File: config.mk
export PLATFORM = sky130hd
export DESIGN_NAME = disp_scan_ctrl
export DESIGN_NICKNAME = d
export VERILOG_FILES = /design/src/rtl/disp_pkg.sv /design/src/rtl/scan_timer.sv /design/src/rtl/disp_scan_ctrl.sv
export SDC_FILE = /design/constraint.sdc
export NUM_CORES = 1
export LEC_CHECK = 0
export BUFFER_PORTS_ARGS = -buffer_cell sky130_fd_sc_hd__buf_2
export CAP_MARGIN = 20
export CORE_ASPECT_RATIO = 0.6
export CORE_MARGIN = 2
export CORE_UTILIZATION = 48
export CTS_CLUSTER_DIAMETER = 200
export CTS_CLUSTER_SIZE = 12
export DETAILED_ROUTE_END_ITERATION = 8
export PLACE_DENSITY_LB_ADDON = 0.1
export RECOVER_POWER = 25
export SYNTH_ARGS = -nofsm -noshare
export SYNTH_HDL_FRONTEND = slang
export SYNTH_HIERARCHICAL = 1
export SYNTH_SLANG_ARGS = --single-unit
File: constraint.sdc
create_clock -name clk -period 2.3 [get_ports clk]
set_input_delay 0 -clock clk [delete_from_list [all_inputs] [get_ports clk]]
set_output_delay 0 -clock clk [all_outputs]
set_load 0.1 [all_outputs]
File: src/rtl/disp_pkg.sv
// Shared constants for the multiplexed seven-segment scan controller.
package disp_pkg;

    localparam int unsigned DEF_NUM_DIGITS   = 4;
    localparam int unsigned DEF_SCAN_DIV     = 50000;
    localparam int unsigned DEF_BLANK_CYCLES = 16;

    // All-ones nibble decodes to "all segments off" on the board decoder.
    localparam logic [3:0] BCD_BLANK = 4'b1111;

    localparam logic [0:0] ST_GUARD = 1'b0;
    localparam logic [0:0] ST_DRIVE = 1'b1;

    function automatic int unsigned idx_width(input int unsigned n);
        return (n > 1) ? $clog2(n) : 1;
    endfunction

endpackage

File: src/rtl/scan_timer.sv
// Slot counter and digit index for the display scan, with end-of-guard,
// end-of-slot and end-of-frame strobes decoded from the counter state.
module scan_timer
    import disp_pkg::*;
#(
    parameter int unsigned NUM_DIGITS   = DEF_NUM_DIGITS,
    parameter int unsigned SCAN_DIV     = DEF_SCAN_DIV,
    parameter int unsigned BLANK_CYCLES = DEF_BLANK_CYCLES
) (
    input  logic                               clk,
    input  logic                               resetn,
    input  logic                               i_en,
    input  logic                               i_clr,
    output logic [idx_width(NUM_DIGITS)-1:0]   o_idx,
    output logic                               o_guard_last,
    output logic                               o_slot_last,
    output logic                               o_frame_last,
    output logic                               o_frame_pre
);

    localparam int unsigned CNT_W = $clog2(SCAN_DIV);
    localparam int unsigned IDX_W = idx_width(NUM_DIGITS);

    localparam logic [CNT_W-1:0] CNT_LAST  = CNT_W'(SCAN_DIV - 1);
    localparam logic [CNT_W-1:0] CNT_PRE   = CNT_W'(SCAN_DIV - 2);
    localparam logic [CNT_W-1:0] CNT_GUARD = CNT_W'(BLANK_CYCLES - 1);
    localparam logic [IDX_W-1:0] IDX_LAST  = IDX_W'(NUM_DIGITS - 1);

    logic [CNT_W-1:0] r_cnt;
    logic [IDX_W-1:0] r_idx;
    logic             w_idx_last;

    assign w_idx_last   = (r_idx == IDX_LAST);
    assign o_idx        = r_idx;
    assign o_guard_last = (r_cnt == CNT_GUARD);
    assign o_slot_last  = (r_cnt == CNT_LAST);
    assign o_frame_last = o_slot_last && w_idx_last;
    // One cycle ahead of the frame boundary, so the frame pulse can be registered.
    assign o_frame_pre  = (r_cnt == CNT_PRE) && w_idx_last;

    always_ff @(posedge clk or negedge resetn) begin
        if (!resetn) begin
            r_cnt <= '0;
            r_idx <= '0;
        end else if (i_clr) begin
            r_cnt <= '0;
            r_idx <= '0;
        end else if (i_en) begin
            if (o_slot_last) begin
                r_cnt <= '0;
                r_idx <= w_idx_last ? '0 : r_idx + IDX_W'(1);
            end else begin
                r_cnt <= r_cnt + CNT_W'(1);
            end
        end
    end

endmodule

File: src/rtl/disp_scan_ctrl.sv
// Time-multiplexed BCD digit scanner with guard blanking, leading-zero
// suppression and a frame-synchronous double-buffered display register.
module disp_scan_ctrl
    import disp_pkg::*;
#(
    parameter int unsigned NUM_DIGITS   = DEF_NUM_DIGITS,
    parameter int unsigned SCAN_DIV     = DEF_SCAN_DIV,
    parameter int unsigned BLANK_CYCLES = DEF_BLANK_CYCLES
) (
    input  logic                    clk,
    input  logic                    resetn,
    input  logic                    disp_en,
    input  logic                    lz_en,
    input  logic                    upd_req,
    input  logic [4*NUM_DIGITS-1:0] upd_data,
    output logic                    upd_ack,
    output logic [3:0]              bcd_out,
    output logic [NUM_DIGITS-1:0]   an_n,
    output logic                    frame_done
);

    localparam int unsigned IDX_W  = idx_width(NUM_DIGITS);
    localparam int unsigned DATA_W = 4 * NUM_DIGITS;

    logic [IDX_W-1:0]      w_idx;
    logic                  w_guard_last;
    logic                  w_slot_last;
    logic                  w_frame_last;
    logic                  w_frame_pre;
    logic                  w_capture;
    logic [0:0]            r_state;
    logic [0:0]            w_state_nxt;
    logic [NUM_DIGITS-1:0] r_an_n;
    logic [NUM_DIGITS-1:0] w_an_nxt;
    logic [NUM_DIGITS-1:0] w_an_sel;
    logic [NUM_DIGITS-1:0] w_supp;
    logic [3:0]            r_bcd;
    logic [3:0]            w_bcd_nxt;
    logic [3:0]            w_nib;
    logic [DATA_W-1:0]     r_disp;
    logic                  r_ack;
    logic                  r_frame_done;

    scan_timer #(
        .NUM_DIGITS   (NUM_DIGITS),
        .SCAN_DIV     (SCAN_DIV),
        .BLANK_CYCLES (BLANK_CYCLES)
    ) u_timer (
        .clk          (clk),
        .resetn       (resetn),
        .i_en         (disp_en),
        .i_clr        (~disp_en),
        .o_idx        (w_idx),
        .o_guard_last (w_guard_last),
        .o_slot_last  (w_slot_last),
        .o_frame_last (w_frame_last),
        .o_frame_pre  (w_frame_pre)
    );

    // A digit is dark when it and every more significant digit hold zero.
    always_comb begin
        logic v_run;
        v_run  = lz_en;
        w_supp = '0;
        for (int i = NUM_DIGITS - 1; i >= 1; i--) begin
            v_run     = v_run && (r_disp[4*i +: 4] == 4'd0);
            w_supp[i] = v_run;
        end
    end

    assign w_nib     = r_disp[{w_idx, 2'b00} +: 4];
    assign w_an_sel  = ~(NUM_DIGITS'(1) << w_idx);
    assign w_capture = disp_en && w_frame_last && upd_req;

    always_comb begin
        w_state_nxt = r_state;
        w_an_nxt    = '1;
        w_bcd_nxt   = BCD_BLANK;
        if (!disp_en) begin
            w_state_nxt = ST_GUARD;
        end else begin
            case (r_state)
                ST_GUARD: if (w_guard_last) w_state_nxt = ST_DRIVE;
                ST_DRIVE: if (w_slot_last)  w_state_nxt = ST_GUARD;
                default:  w_state_nxt = ST_GUARD;
            endcase
        end
        if (disp_en && (w_state_nxt == ST_DRIVE) && !w_supp[w_idx]) begin
            w_an_nxt  = w_an_sel;
            w_bcd_nxt = w_nib;
        end
    end

    always_ff @(posedge clk or negedge resetn) begin
        if (!resetn) begin
            r_state      <= ST_GUARD;
            r_an_n       <= '1;
            r_bcd        <= BCD_BLANK;
            r_ack        <= 1'b0;
            r_frame_done <= 1'b0;
            r_disp       <= '0;
        end else begin
            r_state      <= w_state_nxt;
            r_an_n       <= w_an_nxt;
            r_bcd        <= w_bcd_nxt;
            r_ack        <= w_capture;
            r_frame_done <= disp_en && w_frame_pre;
            if (w_capture) begin
                r_disp <= upd_data;
            end
        end
    end

    assign upd_ack    = r_ack;
    assign bcd_out    = r_bcd;
    assign an_n       = r_an_n;
    assign frame_done = r_frame_done;

endmodule
==> flow_metrics.tcl <==
set metrics [dict create \
    status "finished, final reports clean" \
    hold_violations 0 \
    die_w_um 92.7 \
    p_int_mw 1.16 \
    yosysSeqAreaShare_pct 50.2 \
    synth_seq_cells 45 \
    p_per_area_mw_per_mm2 533 \
    cts_tree "done" \
    grt_max_degree 46 \
    synthTopCellsByCount "dfrtp_1, mux2_2, nor2_1, nand2_1" \
    r2r_cells 7 \
    antenna_cells 0 \
    p_sw_mw 0.321 \
    cts_setup_buffers 0 \
    globalplace.congestion 0.874 \
    fin_nets 274 \
    synth_enable_flop_cells 0 \
    core_area_mm2 0.00456 \
    portBuffers 30 \
    hp-class "primary input to flop" \
    worst-path-buf-inv 1 \
    ff_latch_area_mm2 0.00114 \
    grt.total_usage_pct 19.2 \
    postPlaceCellArea_mm2 0.00248 \
    fin_worst_hold_slack_ps 68.5 \
    hp-start "disp_en" \
    power_frac_clock_pct 40.3 \
    wl_per_cell_um 15.3 \
    sw_frac_of_total_pct 21.7 \
    cts_buffers 5 \
    syn_avg_cell_area_um2 11.5 \
    end_kind "flop" \
    path_clk_slew_ps 90 \
    cpMaxStageDelayCell "dfrtp_1" \
    ys_types 46 \
    boundaryPins 31 \
    critPathLaunch "u_timer/r_cnt[0]$_DFFE_PN0P_" \
    wl_mm 4.81 \
    fillers 390 \
    vias 1737 \
    maxSlewHeadroom_pct 44.0 \
    grt_pass1_vias 1578 \
    antenna_found_initial 0 \
    start_kind "flop" \
    start_util_pct 49.6 \
    worstPathMaxFanout 17 \
    grt_pass1_wl_mm 7.69 \
    drt_iter0_markers 134 \
    cts_resized 0 \
    die_h_um 57.2 \
    grt_overflow 0 \
    route.detailed.drc 0 \
    final-setup-viol-count 0 \
    hpwlAfterDp_mm 3.48 \
    vdd_drop_max_uv 274 \
    synth_area_leader_cell "dfrtp_1" \
    rsz0062_at_grt "no" \
    period_share_pct 92.7 \
    power_mw 1.48 \
    dieArea_mm2 0.00530 \
    clock_latency_ps 300 \
    r2r-start "u_timer/r_cnt[0]$_DFFE_PN0P_" \
    multi_input_area_mm2 0.00103 \
    cts.htree.levels 2 \
    syn2layout_area_growth_pct 22.8 \
    seqPwrFrac_pct 54.0 \
    reg2reg_slack_ps 170 \
    setup_ws_ps 169 \
    max_freq_ghz 0.469 \
    cts_buffer_depth 2 \
    synth_ff_type "dfrtp_1" \
    syn_inst 196 \
    drive_above_1_share_pct 33.1 \
    netlist_area_mm2 0.00226 \
    leakage_nw 1.22 \
    async_flop_share_pct 100 \
    fin_crit_ps 2130 \
    cp.required_ps 2490 \
    tns_ps 0 \
    critPathTopFamily "simple AND/OR/NAND/NOR gates" \
    arrival_ps 2320 \
    hold_path_end "frame_done$_DFF_PN0_" \
    tightestPinTransition_ps 836 \
    synth.most_common_cell "dfrtp_1" \
    fin_area_mm2 0.00278 \
    worstSetupPathType "flop to flop" \
    dp_worst_setup_slack_ps 185 \
    cts_root_buffer "clkbuf_8" \
    synth_warnings 6 \
    r2r-end "r_disp[12]$_DFFE_PN0P_" \
    ant_nets 0 \
    syn-num-nets 220 \
    synth_top_area_share_pct 40.9 \
    clock-sinks 45 \
    drv_cap 0 \
    worstPathCellList "ha_1, and4_1, nand4_1, inv_1, and2_1, nand3_4, mux2_1" \
    num_rows 19 \
    max_stage_delay_ps 450 \
    pwr-share-comb_pct 5.8 \
    slew_violations 0 \
    dr.pass1.iters 4 \
    worstHoldPathCells 2 \
    fin_skew_ps 9.83 \
    post_drt_via_cell_ratio 5.53 \
    synthTopCellsByArea "dfrtp_1, dfstp_2, mux2_2" \
]
logic make-up (layout without fill, tap and decap cells):
logic type / after synthesis / in the layout / synth area share (%)
buf+inv: 20 / 75 / 4.15
simple gates: 75 / 75 / 20.6
compound gates: 23 / 23 / 7.46
fa+ha+maj: 3 / 3 / 1.66
mux: 21 / 21 / 12.4
xor+xnor: 9 / 9 / 3.48
flops: 45 / 45 / 50.2
power groups by stage:
stage,clock [mW],combinational [mW],sequential [mW]
floorplan,0,0.0194,0.813
CTS,0.618,0.0860,0.799
global placement,0,0.0604,0.814
detailed placement,0,0.0625,0.814
finish,0.596,0.0855,0.799
global route,0.647,0.0944,0.800
worst reg2reg max path, delay by kind of cell (launching register included):
kind	cells	cell delay, ps
AND/OR/NAND/NOR	4	770
buffers and inverters	1	140
flip-flops	1	450
multiplexers	1	390
adder cells (fa/ha/maj)	1	270
stage by stage:
stage / instances / utilization (%)
after CTS: 313 / 60.8
after detailed placement: 287 / 54.4
final: 314 / 60.9
after global placement: 287 / 54.4
after global routing: 314 / 60.9
after floorplan: 196 / -
state kept, by name, indices dropped and copies added (netlist names):
name           flops
upd_ack            1
r_state            1
r_disp            16
u_timer/r_cnt     16
u_timer/o_idx      2
bcd_out            4
frame_done         1
an_n               4
worst max-delay path by stage:
stage | end | slack, ps | cells past startpoint
after floorplan | r_disp[12]$_DFFE_PN0P_ | 170 | 8
after global placement | r_disp[12]$_DFFE_PN0P_ | 290 | 7
after detailed placement | r_disp[12]$_DFFE_PN0P_ | 180 | 7
after CTS | r_disp[12]$_DFFE_PN0P_ | 160 | 7
after global routing | r_disp[12]$_DFFE_PN0P_ | 10 | 7
final | r_disp[12]$_DFFE_PN0P_ | 170 | 7
repair_timing:
item                       in CTS  in global routing
hold buffers                   18                  0
hold endpoints to repair       54                  0
setup endpoints to repair       0                  0
per-layer routing:
layer	global-route usage (%)	wire length (um)	vias up
met3	6.34	416	2
li1	-	-	826
met1	29.7	2340	842
met4	5.04	15	0
met2	26.1	2030	67
met5	0	0	-
placed cells by master (no fill, tap or decap), types with 3 or more instances in the layout:
master and count:
dfrtp_1 37, buf_2 29, dlygate4sd3_1 18, mux2_2 16
nor2_1 14, nand2_1 13, inv_1 9, nand4_1 9
nor4_1 8, dfstp_2 8, o21ai_0 6, o211ai_1 5
clkbuf_8 5, nand3_1 5, xnor2_1 5, mux4_2 4
clkinv_1 4, buf_4 4, xor2_1 4, and2_1 3
a21oi_1 3, and4_1 3, or3_1 3, ha_1 3
layout make-up:
| type | count | area share (%) |
|---|---|---|
| inverter | 14 | 1.89 |
| timing repair buffer | 53 | 13.1 |
| clock buffer | 5 | 2.48 |
| multi-input combinational | 131 | 37.2 |
| clock inverter | 3 | 1.67 |
| tap | 63 | 2.84 |
| sequential | 45 | 40.9 |
(Power assumes the default switching activity.)
